===== config.mk =====
export PLATFORM = sky130hd
export DESIGN_NAME = shufflev_rng_stream
export DESIGN_NICKNAME = d
export VERILOG_FILES = /design/src/rtl/shufflev_rng_pkg.sv /design/src/rtl/shufflev_rng_core.sv /design/src/rtl/shufflev_rng_stream.sv
export SDC_FILE = /design/constraint.sdc
export NUM_CORES = 1
export LEC_CHECK = 0
export ABC_AREA = 1
export BUFFER_PORTS_ARGS = -buffer_cell sky130_fd_sc_hd__buf_2
export CAP_MARGIN = 20
export CORE_MARGIN = 10
export CORE_UTILIZATION = 30
export CTS_CLUSTER_SIZE = 10
export DETAILED_ROUTE_END_ITERATION = 8
export PLACE_DENSITY_LB_ADDON = 0.15
export SYNTH_ARGS = -nofsm -noshare
export SYNTH_HDL_FRONTEND = slang
export SYNTH_SLANG_ARGS = --single-unit

===== constraint.sdc =====
create_clock -name clk -period 4.3 [get_ports clk]
set_input_delay 0 -clock clk [delete_from_list [all_inputs] [get_ports clk]]
set_output_delay 0 -clock clk [all_outputs]
set_load 0.05 [all_outputs]

===== src/rtl/shufflev_rng_pkg.sv =====
// Shared types and constants for the ShuffleV random-word source.
// Holds the generator geometry, feedback taps and reset images.
package shufflev_rng_pkg;

  typedef enum logic [1:0] {
    WARMUP,
    RUN,
    FAIL
  } rng_state_e;

  localparam int LFSR_W = 43;
  localparam int CASR_W = 37;

  // Galois feedback lands on bits 41, 20, 1 and 0
  localparam logic [LFSR_W-1:0] LFSR_TAPS = 43'h200_0010_0003;

  localparam int RULE150_IDX = 27;

  localparam logic [LFSR_W-1:0] LFSR_RESET = 43'd1;
  localparam logic [CASR_W-1:0] CASR_RESET = 37'd1;

endpackage


===== src/rtl/shufflev_rng_core.sv =====
// LFSR + CASR generator core with seed load, step and hold controls.
// The mix word is formed from the current (pre-step) state.
module shufflev_rng_core
  import shufflev_rng_pkg::*;
#(
  parameter int MIX_W = 32
) (
  input  logic             clk,
  input  logic             reset,
  input  logic             load,
  input  logic             step,
  input  logic [31:0]      seed,
  output logic [MIX_W-1:0] mix
);

  logic [LFSR_W-1:0] lfsr_reg;
  logic [CASR_W-1:0] casr_reg;
  logic [LFSR_W-1:0] lfsr_step;
  logic [CASR_W-1:0] casr_step;
  logic [LFSR_W-1:0] lfsr_seed;
  logic [CASR_W-1:0] casr_seed;

  assign lfsr_step = {lfsr_reg[LFSR_W-2:0], 1'b0} ^ (lfsr_reg[LFSR_W-1] ? LFSR_TAPS : '0);

  // Cyclic neighbourhood; one cell also keeps its own value (rule 150)
  genvar gi;
  generate
    for (gi = 0; gi < CASR_W; gi++) begin : g_casr
      if (gi == RULE150_IDX) begin : g_r150
        assign casr_step[gi] = casr_reg[(gi+CASR_W-1)%CASR_W] ^ casr_reg[gi]
                             ^ casr_reg[(gi+1)%CASR_W];
      end else begin : g_r90
        assign casr_step[gi] = casr_reg[(gi+CASR_W-1)%CASR_W] ^ casr_reg[(gi+1)%CASR_W];
      end
    end
  endgenerate

  // A zero seed would lock both registers at all-zero
  assign lfsr_seed = (seed == 32'd0) ? LFSR_RESET : {{(LFSR_W-32){1'b0}}, seed};
  assign casr_seed = (seed == 32'd0) ? CASR_RESET : {{(CASR_W-32){1'b0}}, seed};

  always_ff @(posedge clk) begin
    if (reset) begin
      lfsr_reg <= LFSR_RESET;
      casr_reg <= CASR_RESET;
    end else if (load) begin
      lfsr_reg <= lfsr_seed;
      casr_reg <= casr_seed;
    end else if (step) begin
      lfsr_reg <= lfsr_step;
      casr_reg <= casr_step;
    end
  end

  assign mix = lfsr_reg[MIX_W-1:0] ^ casr_reg[MIX_W-1:0];

endmodule


===== src/rtl/shufflev_rng_stream.sv =====
// Random-word stream: warm-up sequencing, valid/ready output register
// and a sticky repeated-word health alarm around the generator core.
module shufflev_rng_stream
  import shufflev_rng_pkg::*;
#(
  parameter int OUT_W         = 32,
  parameter int WARMUP_CYCLES = 64,
  parameter int REP_LIMIT     = 4
) (
  input  logic             clk,
  input  logic             reset,
  input  logic             seed_valid_i,
  input  logic [31:0]      seed_i,
  output logic             rnd_valid_o,
  input  logic             rnd_ready_i,
  output logic [OUT_W-1:0] rnd_o,
  output logic             busy_o,
  output logic             alarm_o
);

  localparam int WC_W = $clog2(WARMUP_CYCLES + 1);
  localparam int RC_W = $clog2(REP_LIMIT + 1);

  rng_state_e       state_reg, state_next;
  logic [WC_W-1:0]  wcnt_reg, wcnt_next;
  logic [RC_W-1:0]  rcnt_reg, rcnt_next;
  logic [OUT_W-1:0] prev_reg, prev_next;
  logic             have_prev_reg, have_prev_next;
  logic [OUT_W-1:0] rnd_reg, rnd_next;
  logic             valid_reg, valid_next;
  logic             core_step;
  logic [OUT_W-1:0] word;
  logic             repeat_hit;

  shufflev_rng_core #(.MIX_W(OUT_W)) u_core (
    .clk   (clk),
    .reset (reset),
    .load  (seed_valid_i),
    .step  (core_step),
    .seed  (seed_i),
    .mix   (word)
  );

  assign repeat_hit = have_prev_reg && (word == prev_reg);

  always_comb begin
    state_next     = state_reg;
    wcnt_next      = wcnt_reg;
    rcnt_next      = rcnt_reg;
    prev_next      = prev_reg;
    have_prev_next = have_prev_reg;
    rnd_next       = rnd_reg;
    valid_next     = valid_reg;
    core_step      = 1'b0;

    if (seed_valid_i) begin
      state_next     = WARMUP;
      wcnt_next      = '0;
      rcnt_next      = '0;
      prev_next      = '0;
      have_prev_next = 1'b0;
      valid_next     = 1'b0;
    end else begin
      case (state_reg)
        WARMUP: begin
          core_step = 1'b1;
          if (wcnt_reg == WC_W'(WARMUP_CYCLES - 1)) begin
            state_next = RUN;
          end else begin
            wcnt_next = wcnt_reg + 1'b1;
          end
        end
        RUN: begin
          core_step = 1'b1;
          if (!valid_reg || rnd_ready_i) begin
            prev_next      = word;
            have_prev_next = 1'b1;
            // rcnt counts repeats beyond the first copy of a word
            if (repeat_hit && rcnt_reg == RC_W'(REP_LIMIT - 2)) begin
              state_next = FAIL;
              valid_next = 1'b0;
            end else begin
              rcnt_next  = repeat_hit ? rcnt_reg + 1'b1 : '0;
              rnd_next   = word;
              valid_next = 1'b1;
            end
          end
        end
        FAIL: begin
          valid_next = 1'b0;
        end
        default: begin
          state_next = WARMUP;
        end
      endcase
    end
  end

  always_ff @(posedge clk) begin
    if (reset) begin
      state_reg     <= WARMUP;
      wcnt_reg      <= '0;
      rcnt_reg      <= '0;
      prev_reg      <= '0;
      have_prev_reg <= 1'b0;
      rnd_reg       <= '0;
      valid_reg     <= 1'b0;
    end else begin
      state_reg     <= state_next;
      wcnt_reg      <= wcnt_next;
      rcnt_reg      <= rcnt_next;
      prev_reg      <= prev_next;
      have_prev_reg <= have_prev_next;
      rnd_reg       <= rnd_next;
      valid_reg     <= valid_next;
    end
  end

  assign rnd_o       = rnd_reg;
  assign rnd_valid_o = valid_reg;
  assign busy_o      = (state_reg == WARMUP);
  assign alarm_o     = (state_reg == FAIL);

endmodule


**Word-level counts from Yosys, hierarchy flattened**

Cells that the tools add are included.

- Output and inout port bits: 35
- Input port bits: 36
- Bits in registers: 158

- Eq/ne operators: 8
- Add/subtract/negate cells: 2
- Bitwise gates (word level): 44
- Mux-type cells: 17
- Reductions and logical operators: 16

Operator list:

| cell | count |
|---|---|
| 2-to-1 mux 43 bit | 2 |
| 2-to-1 mux 37 bit | 2 |
| 2-to-1 mux 32 bit | 2 |
| XOR 43 bit | 1 |
| 2-to-1 mux 42 bit | 1 |
| XOR 1 bit | 38 |
| equality test 32 bit | 1 |
| zero test 32 bit | 1 |
| XOR 32 bit | 1 |
| AND reduction 4 bit | 2 |
| adder 7 x 1 -> 7 bit, second input constant | 1 |
| equality test 7 x 6 -> 1 bit, second input constant | 1 |
| 2-to-1 mux 2 bit | 3 |
| case mux 2 bit (3 select lines) | 1 |
| AND reduction 2 bit | 3 |
| 2-to-1 mux 1 bit | 4 |
| != test 2 bit, second input constant | 2 |
| NOT 1 bit | 4 |
| nonzero test 2 bit | 2 |
| OR reduction 2 bit | 2 |
| adder 3 x 1 -> 3 bit, second input constant | 1 |
| equality test 3 x 2 -> 1 bit, second input constant | 1 |
| 2-to-1 mux 3 bit | 1 |
| AND reduction 3 bit | 1 |
| 8 further kinds | 9 |

**Logic depth before layout (Yosys ltp)**

Gate-level depths: netlist of the first run.

- Depth in word-level cells: 7
- Depth in mapped cells: 16
- Mapped depth without buffers: 15

**Modules after synthesis**

From an unflattened synthesis of the first run, not the netlist that was laid out.

- Cells, all modules: 1202
- Area total of the unflattened synthesis: 8370.5 µm²

Modules (own cells, without submodules):

| module | cells an instance | seq. area each (µm²) | area an instance (µm²) | times used |
|---|---|---|---|---|
| shufflev_rng_core | 533 | 1601.5 | 4225.3 | 1 |
| shufflev_rng_stream | 669 | 1561.5 | 4145.2 | 1 |

**Worst setup path after synthesis of the first run**

No wires, ideal clock.

- Path kind: register -> register
- Start: reg state_reg[1]
- End: reg wcnt_reg[5]
- Setup time: 126 ps
- Stages on the path, launching flop included: 7
- Path buffers: 0
- Setup slack: 2402 ps
- Arrival: 1772 ps
- Period minus slack after synthesis: 1898 ps
- Path through: dfxtp_1 -> nor2_1 -> nand2_1 -> nor2_1 -> inv_1 -> o21ai_0 -> a21oi_1

- Word-level cells in the longest chain between the ends: 2

RTL lines:

| what | line | source |
|---|---|---|
| start, declared | shufflev_rng_stream.sv:24 | `rng_state_e state_reg, state_next;` |
| start signal, assigned | shufflev_rng_stream.sv:109 | `state_reg <= state_next;` |
| zero test 2 bit | - |  |
| net busy_o | shufflev_rng_stream.sv:17 | `output logic busy_o,` |
| AND reduction 2 bit (no source line) | - |  |
| end signal, assigned | shufflev_rng_stream.sv:110 | `wcnt_reg <= wcnt_next;` |
| end, declared | shufflev_rng_stream.sv:25 | `logic [WC_W-1:0] wcnt_reg, wcnt_next;` |

The timed path passes the listed nets, and every way through them passes these cells.
A chain may end at the register's enable or synchronous reset.

**Final worst setup path of the first run**

- Start: reg u_core.casr_reg[2]
- End: reg rnd_reg[1] (netlist: rnd_o[1])

- Word-level cells in the longest chain between the ends: 6

RTL lines:

| what | line | source |
|---|---|---|
| start, declared | shufflev_rng_core.sv:17 | `logic [CASR_W-1:0] casr_reg;` |
| start signal, assigned | shufflev_rng_core.sv:48 | `casr_reg <= casr_seed;` |
| start signal, assigned | shufflev_rng_core.sv:51 | `casr_reg <= casr_step;` |
| XOR 32 bit | shufflev_rng_core.sv:55 | `assign mix = lfsr_reg[MIX_W-1:0] ^ casr_reg[MIX_W-1:0];` |
| equality test 32 bit | shufflev_rng_stream.sv:44 | `assign repeat_hit = have_prev_reg && (word == prev_reg);` |
| logical AND 1 bit | shufflev_rng_stream.sv:44 |  |
| logical AND 1 bit | shufflev_rng_stream.sv:79 | `if (repeat_hit && rcnt_reg == RC_W'(REP_LIMIT - 2)) begin` |
| NOT 1 bit (no source line) | - |  |
| AND reduction 4 bit (no source line) | - |  |
| end signal, assigned | shufflev_rng_stream.sv:114 | `rnd_reg <= rnd_next;` |
| end, declared | shufflev_rng_stream.sv:29 | `logic [OUT_W-1:0] rnd_reg, rnd_next;` |

No other way between the ends.

==> flow_summary_export.csv, run 1 <==
group,metric,value,unit
outcome,outcome,"finished clean",
clock_network,clock_path_buffers,2,
synthesis,yosysMostFrequentCell,"nand2_1",
clock_network,cts_root_buf,"clkbuf_16",
clock_network,clk_pin_slew_worst_paths,0.06,ns
synthesis,synth-edff-count,0,
worst_setup_path,cp.arrival,2.68,ns
detailed_routing,drtIter0Drc,515,
power,p_leak,0.004669,uW
synthesis,yosysWarnings,0,
synthesis,syn_nets,1278,
sta,finalHoldViolCount,0,
detailed_routing,routed_wl,24360,um
power,p_per_area,368.3,nW/um^2
place,hpwlAfterDp,17730,um
power,intPower,2551,uW
clock_network,cts_tree,"yes",
detailed_routing,drc,0,
worst_setup_path,cp_data_required_time,4.62,ns
finish,fin_area,9658,sq um
sta,hold_slack,0.01673,ns
floorplan,io_pins,71,
finish,largest_reg_flops,43,
sta,fmax,424.4,MHz
synthesis,yosysUniqueCellTypes,33,
power,p_clk_frac,0.437,
sta,setup_tns,0,ns
sta,layout_min_cycle_time,2.356,ns
floorplan,die_x,185.0,um
global_route,grt_use_total,0.1420,
power,power.switching,1007,uW
synthesis,ys.flop_type,"dfxtp_1",
clock_network,cts.sinks,158,
hold_path,hold_path_depth,5,
power,combPwrFrac,0.124,
job,drv_cap,0,
power,p_seq_frac,0.439,
worst_setup_path,critical_path.max_fanout,53,
power,vdd_drop_max,176.1,uV
synthesis,synth_common_cells,"386 x nand2_1, 211 x inv_1, 158 x dfxtp_1, 118 x nor2_1, 54 x o221ai_1",
synthesis,synth_top_area_frac,0.3873,
global_route,gr-total-overflow,0,
worst_setup_path,cp-start-kind,"flop",
synthesis,avgSynthCellArea,6.592,sq um
worst_setup_path,crit_path_end_kind,"flop",
synthesis,ys_async_sr_fraction,0,
worst_setup_path,reg2reg_depth,13,
finish,n_antenna_cell,0,
sta,post-route-period-util,0.5480,
worst_setup_path,critPathTopFamily,"simple AND/OR/NAND/NOR gates",
synthesis,synthCells,1239,
sta,report.final.slew_viol_count,0,
clock_network,clk_latency,0.43,ns
detailed_routing,via_count,7595,
worst_setup_path,path_depth,13,
sta,slew_headroom,0.3147,
power,switching_share,0.2830,
floorplan,die_area,34230,sq um
worst_setup_path,cp_cell_sequence,"inv_2, nand2_1, nand2_1, xnor2_1, nand2_1, nor2_1, nand2_1, nor2_2, nand3_2, nand3_4, nand2_1, nand2_1, nor2_1",
synthesis,yosysSeqAreaShare,0.3873,
sta,fin_skew,0.008958,ns
global_route,grt_pass1_vias,7119,
sta,setup_viol,0,
sta,worst_slew_pin_slew,1.028,ns
worst_setup_path,critPathKind,"reg2reg",
floorplan,design.core.area,26880,sq um
synthesis,synth_area_leader_cell,"dfxtp_1",
detailed_routing,avgViaCountPerCell,4.559,
clock_network,cts_buffers,17,
clock_network,post_cts_buffers,0,
detailed_routing,wl_per_cell,14.62,um
detailed_routing,drtAntennaViolNets,0,
sta,rsz0062_at_grt,"false",
finish,fill_cells,2910,
global_route,grt_start_max_net_pins,54,
global_route,grt_pass1_wl,38560,um
hold_path,hold_path_class,"in2reg",
finish,drive_above_1_share,0.09811,
worst_setup_path,slowest_delay,0.46,ns
worst_setup_path,worst-path-buf-inv,1,
global_route,grt_antenna_before_repair,0,
clock_network,h-tree-depth,4,
finish,syn_to_final_growth,18.24,%
synthesis,synthTopCellsByArea,"dfxtp_1 39%, nand2_1 18%, inv_1 9.7%, o221ai_1 5.8%, nor2_1 5.4%",
worst_setup_path,path_common_cell,"nand2_1",
place,postPlaceCellArea,8737,sq um
worst_setup_path,crit_slowest_cell,"dfxtp_1",
place,routabilityCongestion,0.8271,
detailed_routing,drt-pass1-iter-count,5,
place,numPortBuffers,70,
floorplan,rows,60,
floorplan,chipHeight,185.0,um
synthesis,syn_area,8168,sq um
floorplan,start_util,0.3039,
synthesis,synth_seq_cells,158,
finish,nets,1352,
metal layers:
layer  GRT usage  vias to the layer above  routed length (um)
met5           0                        -                   0
met4     0.03576                        0                 293
met3     0.03037                       21                1269
met2      0.2003                      146                9720
met1      0.2109                     3395               13070
li1            -                     4033                   -
cell usage in the layout, fill, tap and decap left out, drive strengths merged:
cell and instances:
o221ai 54, o211ai 14, nor4 1, dlygate4sd3 33, clkbuf 18, bufinv 2
nand2 389, a21boi 1, nor3 1, nand4 21, nand3b 7, inv 229
nor2 121, buf 75, nand3 47, xor2 8, or2 1, clkinvlp 4
o21ai 42, dfxtp 158, a31oi 9, a21oi 51, o2111ai 1, and2 1
clkinv 1, xnor2 33, ha 3
per-stage QoR:
stage / setup WS [ns] / cells / utilization / power, uW
after floorplan: 2.402 / 1239 / - / 1877
after global placement: 1.872 / 1602 / 0.3251 / 2012
after detailed placement: 1.851 / 1602 / 0.3251 / 2012
after CTS: 1.928 / 1666 / 0.3594 / 3602
after global routing: 1.638 / 1666 / 0.3594 / 3718
final: 1.944 / 1666 / 0.3594 / 3557
worst register-to-register path, stage by stage (launching register included):
cell and delay (ns):
dfxtp_1 0.46, inv_2 0.04, nand2_1 0.10, nand2_1 0.14, xnor2_1 0.33, nand2_1 0.09, nor2_1 0.11, nand2_1 0.07
nor2_2 0.12, nand3_2 0.10, nand3_4 0.42, nand2_1 0.11, nand2_1 0.08, nor2_1 0.05
cell type report:
class,instances,area [sq um],share of cell area
Tap cell,341,426.7,0.04418
Sequential cell,158,3163,0.3275
Timing Repair Buffer,108,718.2,0.07436
Multi-Input combinational cell,805,3923,0.4061
Clock inverter,13,151.4,0.01568
Clock buffer,18,439.2,0.04547
Inverter,223,837.1,0.08667
what timing repair did:
| action | CTS | global route |
|---|---|---|
| endpoints found under the hold margin | 73 | 0 |
| hold buffers | 33 | 0 |
| resized for setup | 0 | 0 |
power by group through the flow:
stage                     logic, uW  clock network, uW  registers (uW)
after floorplan                 302                  0            1570
after global routing            500               1650            1570
final                           441               1560            1560
after CTS                       442               1600            1560
after detailed placement        417                  0            1590
after global placement          418                  0            1590
cell families after synthesis:
group / after synthesis / share of synthesized area
AND/OR/NAND/NOR: 589 / 0.2932
XOR/XNOR: 41 / 0.04397
adder cells (fa/ha/maj): 3 / 0.004596
flip-flops: 158 / 0.3873
buffers and inverters: 276 / 0.1343
AO/OA/AOI/OAI: 172 / 0.1366
path summary, 6_finish.rpt:
check / startpoint / to / slack, ns
min reg2reg: wcnt_reg[6]$_SDFFE_PP0P_ / wcnt_reg[6]$_SDFFE_PP0P_ / 0.46
max: u_core.casr_reg[2]$_SDFFE_PP0P_ / rnd_o[1]$_SDFFE_PP0P_ / 1.94
min: seed_i[1] / u_core.lfsr_reg[1]$_SDFFE_PP0P_ / 0.02
max reg2reg: u_core.casr_reg[2]$_SDFFE_PP0P_ / rnd_o[1]$_SDFFE_PP0P_ / 1.94
(Power assumes the default switching activity.)
==> run 2: changes to the inputs <==
Settings changed: ABC_AREA 1 to 0.
Clock period 4.3 ns to 2.3 ns, I/O delays scaled along.
==> run 2 against run 1 <==
Net effect:
- register-to-register slack worse by 1.8 ns
- sequential power increased by 85%
- fmax up 7.7%
- flip-flop and latch count is the same
- first-iteration DRC count fell by 29%
- via count shrank 14%
- global-route usage is 0.16 points higher
==> flow_summary_export.csv, run 2 <==
group,metric,value,unit
hold_path,hold_path_class,"in2reg",
sta,worst_slew_pin_slew,0.7660,ns
worst_setup_path,crit_slowest_cell,"or4_1",
finish,final_cells,1317,
global_route,gr-usage-met2,0.2339,
clock_network,cts_buffers,17,
sta,finalHoldViolCount,0,
sta,slew_headroom,0.4894,
worst_setup_path,worst-path-buf-inv,1,
worst_setup_path,r2r_end,"rcnt_reg[2]$_SDFFE_PP0P_",
detailed_routing,wl_per_cell,18.27,um
worst_setup_path,slowest_delay,0.56,ns
synthesis,syn_nets,929,
hold_path,holdPathEnd,"u_core.casr_reg[3]$_SDFFE_PP0P_",
global_route,grt_antenna_before_repair,0,
worst_setup_path,r2r-start,"u_core.casr_reg[27]$_SDFFE_PP0P_",
clock_network,cts_root_buf,"clkbuf_16",
worst_setup_path,reg2reg_depth,7,
synthesis,yosysSeqAreaShare,0.3959,
detailed_routing,drc,0,
synthesis,synth_seq_cells,158,
place,hpwlAfterDp,16300,um
synthesis,avgSynthCellArea,8.976,sq um
finish,nets,1008,
worst_setup_path,critical_path.max_fanout,3,
finish,syn_to_final_growth,22.99,%
finish,largest_reg_flops,43,
sta,rsz0062_at_grt,"true",
finish,fin_util,0.3760,
worst_setup_path,cp-start-kind,"flop",
synthesis,synth_top_area_frac,0.3959,
floorplan,chipHeight,183.2,um
worst_setup_path,reg2reg_slack,0.11,ns
synthesis,synthTopCellsByArea,"dfxtp_1 40%, xnor3_1 9.0%, nor2_1 8.3%, xnor2_1 7.3%, mux2i_1 5.0%",
finish,final_common_cell,"nor2_1",
floorplan,design.core.area,26130,sq um
worst_setup_path,cp.arrival,2.54,ns
worst_setup_path,critPathTopFamily,"simple AND/OR/NAND/NOR gates",
clock_network,h-tree-depth,4,
place,routabilityCongestion,0.7864,
clock_network,cts_tree,"yes",
worst_setup_path,crit_path_end_kind,"flop",
detailed_routing,drtAntennaViolNets,0,
hold_path,hold_start,"seed_valid_i",
synthesis,yosysWarnings,0,
place,numPortBuffers,70,
sta,setup_viol,0,
hold_path,hold_path_depth,4,
global_route,grt_use_met3,0.02826,
clock_network,clk_pin_slew_worst_paths,0.07,ns
global_route,busiest_layer,"met2",
place,postPlaceCellArea,8840,sq um
synthesis,yosysUniqueCellTypes,39,
worst_setup_path,cp_data_required_time,2.65,ns
finish,fill_cells,2704,
global_route,grt_pass1_wl,38070,um
global_route,gr-total-overflow,0,
job,drv_cap,0,
synthesis,synth_common_cells,"176 x nor2_1, 158 x dfxtp_1, 71 x clkbuf_1, 67 x xnor2_1, 43 x a21oi_1",
synthesis,ys.flop_type,"dfxtp_1",
floorplan,start_util,0.3057,
floorplan,die_x,183.2,um
sta,fin_skew,0.01278,ns
detailed_routing,routed_wl,24060,um
power,p_per_area,703.8,nW/um^2
synthesis,ys_async_sr_fraction,0,
detailed_routing,avgViaCountPerCell,4.935,
synthesis,syn_area,7989,sq um
detailed_routing,drt-pass1-iter-count,4,
sta,report.final.slew_viol_count,0,
sta,post-route-period-util,0.9514,
clock_network,post_cts_buffers,0,
floorplan,die_area,33560,sq um
outcome,outcome,"finished clean",
detailed_routing,drtIter0Drc,365,
finish,multi_input_area,4417,sq um
worst_setup_path,critPathKind,"reg2reg",
finish,final_cell_mix,"174 x nor2_1, 156 x dfxtp_1, 69 x buf_2, 67 x xnor2_1, 53 x buf_4",
power,p_leak,0.003570,uW
synthesis,yosysMostFrequentCell,"nor2_1",
global_route,met1_usage,0.1879,
clock_network,clk_latency,0.43,ns
global_route,grt_start_max_net_pins,63,
clock_network,cts.sinks,158,
finish,fin_area,9826,sq um
place,place_inst,1251,
finish,drive_above_1_share,0.1782,
finish,n_antenna_cell,0,
synthesis,synthCells,890,
synthesis,synth_area_leader_cell,"dfxtp_1",
power,vdd_drop_max,452.8,uV
floorplan,io_pins,71,
sta,fmax,457.0,MHz
finish,regArea,3168,sq um
clock_network,clock_path_buffers,2,
synthesis,synth-edff-count,0,
global_route,grt_pass1_vias,6520,
global_route,grt_use_total,0.1436,
floorplan,rows,59,
worst_setup_path,cp_cell_sequence,"xnor3_2, nand4_1, or4_1, nor4_2, buf_4, nand4b_1, o211ai_1",
sta,layout_min_cycle_time,2.188,ns
detailed_routing,via_count,6499,
==> run 2: cell types whose count changed in the layout (fill, tap and decap cells not counted), moves of 34 or more <==
cell and delta:
mux2i_1 +40, xnor2_1 +34, buf_4 +48, inv_1 -208, nor2_1 +58, nand3_1 -42, nand2_1 -351, o221ai_1 -54
a211oi_1 +35
==> run 2: area by class of cell <==
type | count | area share
clock inverters | 12 | 0.01579
well taps | 335 | 0.04266
repair buffers | 160 | 0.1194
inverters | 4 | 0.001528
clock buffers | 20 | 0.04864
multi-input cells | 628 | 0.4495
flip-flops and latches | 158 | 0.3224
==> run 2: worst register-to-register path, cell delays in order (launching register included) <==
cell and delay, ns:
dfxtp_1 0.31, xnor3_2 0.45, nand4_1 0.12, or4_1 0.56, nor4_2 0.29, buf_4 0.17, nand4b_1 0.09, o211ai_1 0.12
==> run 2: per-layer routing <==
metal | part of all wire | wire length (um)
met4 | 0.014 | 342
met5 | 0 | 0
met2 | 0.48 | 11510
met3 | 0.033 | 782
met1 | 0.47 | 11430
==> run 2: worst max path at each step <==
stage / from / endpoint / cells past startpoint
detailed placement: u_core.casr_reg[27]$_SDFFE_PP0P_ / rnd_o[28]$_SDFFE_PP0P_ / 6
global route: u_core.casr_reg[27]$_SDFFE_PP0P_ / rcnt_reg[2]$_SDFFE_PP0P_ / 7
CTS: u_core.casr_reg[27]$_SDFFE_PP0P_ / rcnt_reg[2]$_SDFFE_PP0P_ / 7
global placement: u_core.casr_reg[27]$_SDFFE_PP0P_ / rcnt_reg[2]$_SDFFE_PP0P_ / 7
floorplan: u_core.casr_reg[25]$_SDFFE_PP0P_ / rcnt_reg[2]$_SDFFE_PP0P_ / 7
finish: u_core.casr_reg[27]$_SDFFE_PP0P_ / rcnt_reg[2]$_SDFFE_PP0P_ / 7
==> run 2: repair_timing <==
item	4_1_cts	5_1_grt
hold buffers	33	0
resized for setup	0	5
setup endpoints to repair	0	32
endpoints found under the hold margin	65	0
==> run 2: power breakdown <==
group	switching (uW)	total, uW	internal [uW]
clock network	1240	3070	1840
registers	74.8	2890	2820
logic	502	950	448
==> run 2: kinds of logic (layout without fill, tap and decap cells) <==
kind of cell,Yosys count,after routing,synth area share
compound gates,204,204,0.1690
mux,41,41,0.05153
flops,158,158,0.3959
buf+inv,105,196,0.05575
simple gates,269,270,0.1474
xor+xnor,110,110,0.1757
fa+ha+maj,3,3,0.004699
==> run 2: through the flow <==
stage	power [uW]	setup TNS [ns]	hold WS (ns)	setup slack [ns]
final	6915	0	0.07746	0.1119
after floorplan	3545	0	0.1386	0.1033
after CTS	6987	0	0.06005	0.05162
after global placement	3866	0	0.2754	0.07664
after global routing	7204	-0.09852	0.1092	-0.03494
after detailed placement	3864	0	0.2730	0.08139
==> run 3: changes to the inputs <==
Settings changed: REMOVE_ABC_BUFFERS set to 1.
==> run 3 against run 2 <==
Net effect:
- final cell count shrank 0.23%
- combinational power shrank 2%
- critical path depth is the same
- clock power grew 2%
- setup slack lost 0.0031 ns
- fmax shrank 0.14%
- global-route usage shrank 0.063 points
==> flow_summary_export.csv, run 3 (synthesized netlist as in run 2, its figures left out) <==
group,metric,value,unit
clock_network,clk_pin_slew_worst_paths,0.06,ns
sta,slew_headroom,0.5798,
detailed_routing,drt-pass1-iter-count,4,
worst_setup_path,critPathKind,"reg2reg",
detailed_routing,avgViaCountPerCell,4.973,
power,finalPower,6950,uW
power,p_leak,0.003559,uW
worst_setup_path,cp-start-kind,"flop",
global_route,gr-total-overflow,0,
clock_network,cts.sinks,158,
global_route,grt_pass1_vias,6362,
finish,final_cell_mix,"174 x nor2_1, 157 x dfxtp_1, 69 x buf_2, 67 x xnor2_1, 51 x buf_4",
floorplan,die_area,33560,sq um
sta,finalHoldViolCount,0,
place,numPortBuffers,70,
detailed_routing,met2_length,11460,um
global_route,grt_antenna_before_repair,0,
floorplan,start_util,0.3057,
sta,post-route-period-util,0.9527,
clock_network,clock_path_buffers,2,
floorplan,die_x,183.2,um
detailed_routing,drtAntennaViolNets,0,
sta,rsz0062_at_grt,"true",
sta,fmax,456.4,MHz
global_route,grt_start_max_net_pins,97,
power,p_per_area,707.7,nW/um^2
clock_network,cts_root_buf,"clkbuf_16",
place,place_inst,1248,
hold_path,hold_path_class,"in2reg",
floorplan,io_pins,71,
floorplan,design.core.area,26130,sq um
detailed_routing,via_count,6534,
worst_setup_path,cp_data_required_time,2.66,ns
finish,largest_reg_flops,43,
worst_setup_path,critical_path.max_fanout,4,
job,drv_cap,0,
clock_network,clk_latency,0.43,ns
finish,n_antenna_cell,0,
floorplan,chipHeight,183.2,um
finish,syn_to_final_growth,22.93,%
clock_network,cts_buffers,17,
detailed_routing,wl_met1,11740,um
detailed_routing,maxUsedRoutingLayer,"met4",
detailed_routing,drtIter0Drc,369,
finish,final_common_cell,"nor2_1",
clock_network,h-tree-depth,4,
detailed_routing,routed_wl,24340,um
floorplan,rows,59,
detailed_routing,wl_per_cell,18.53,um
sta,setup_viol,0,
finish,fill_cells,2681,
outcome,outcome,"finished clean",
finish,nets,1005,
detailed_routing,drc,0,
sta,setup_ws,0.1088,ns
sta,report.final.slew_viol_count,0,
place,hpwlAfterDp,16120,um
finish,final_cells,1314,
global_route,grt_pass1_wl,37850,um
finish,drive_above_1_share,0.1798,
power,vdd_drop_max,392.7,uV
clock_network,post_cts_buffers,0,
clock_network,cts_tree,"yes",
global_route,grt_use_total,0.1429,
place,place_ws,0.09275,ns
place,routabilityCongestion,0.7648,
sta,layout_min_cycle_time,2.191,ns
sta,fin_skew,0.01275,ns
sta,worst_slew_pin_slew,0.6279,ns
detailed_routing,wl_met3,907,um
worst_setup_path,crit_path_end_kind,"flop",
worst_setup_path,cp.arrival,2.55,ns
[run 3: changes by cell type in the layout (fill, tap and decap cells not counted), sizes merged]
cell and change:
inv -2, bufinv +1, clkinv -2, clkbuf +3, buf -3
[run 3: through the flow]
step	TNS (ns)	utilization	instance area, sq um	hold slack, ns
after CTS	0	0.3742	9778	0.01743
final	0	0.3758	9821	0.007698
after global routing	-0.05546	0.3758	9821	0.02594
after global placement	0	0.3369	8805	0.2657
after floorplan	-400.87	-	7559	0.07214
after detailed placement	0	0.3369	8805	0.2665
[run 3: critical path, stage by stage, from the launching register on]
cell,delay [ns]
dfxtp_1,0.40
xnor2_1,0.18
mux2_2,0.35
or4b_2,0.62
nor4_2,0.18
buf_4,0.17
nand4b_1,0.09
o211ai_1,0.12
[run 3: area by class of cell]
class	instances	area, sq um	share of cell area
inverter	4	15.01	0.001529
tap	335	419.2	0.04268
timing repair buffer	157	1139	0.1159
clock buffer	23	489.2	0.04982
sequential	158	3167	0.3225
multi-input combinational	628	4438	0.4519
clock inverter	9	153.9	0.01567
[run 3: what timing repair did]
item	CTS	global route
hold endpoints to repair	64	0
gates resized for setup	0	12
hold buffers	33	0
endpoints found under the setup margin	0	11
[run 3: routing by layer]
layer  track usage  up-vias
met4       0.03639        0
li1              -     3285
met2        0.2289       96
met3       0.03063       13
met5             0        -
met1        0.1912     3140
[run 3: worst paths after layout]
path | from | to | slack [ns] | depth (start not counted)
setup / recovery | u_core.lfsr_reg[25]$_SDFFE_PP0P_ | rcnt_reg[2]$_SDFFE_PP0P_ | 0.11 | 7
hold / removal | reset | wcnt_reg[6]$_SDFFE_PP0P_ | 0.008 | 4
setup reg to reg | u_core.lfsr_reg[25]$_SDFFE_PP0P_ | rcnt_reg[2]$_SDFFE_PP0P_ | 0.11 | 7
hold reg to reg | wcnt_reg[6]$_SDFFE_PP0P_ | wcnt_reg[6]$_SDFFE_PP0P_ | 0.44 | 2
[run 3: where the power goes]
part / leakage [uW] / internal (uW) / switching (uW)
Combinational: 0.00196 / 446 / 489
Clock: 0.000309 / 1940 / 1180
Sequential: 0.00129 / 2820 / 80.7
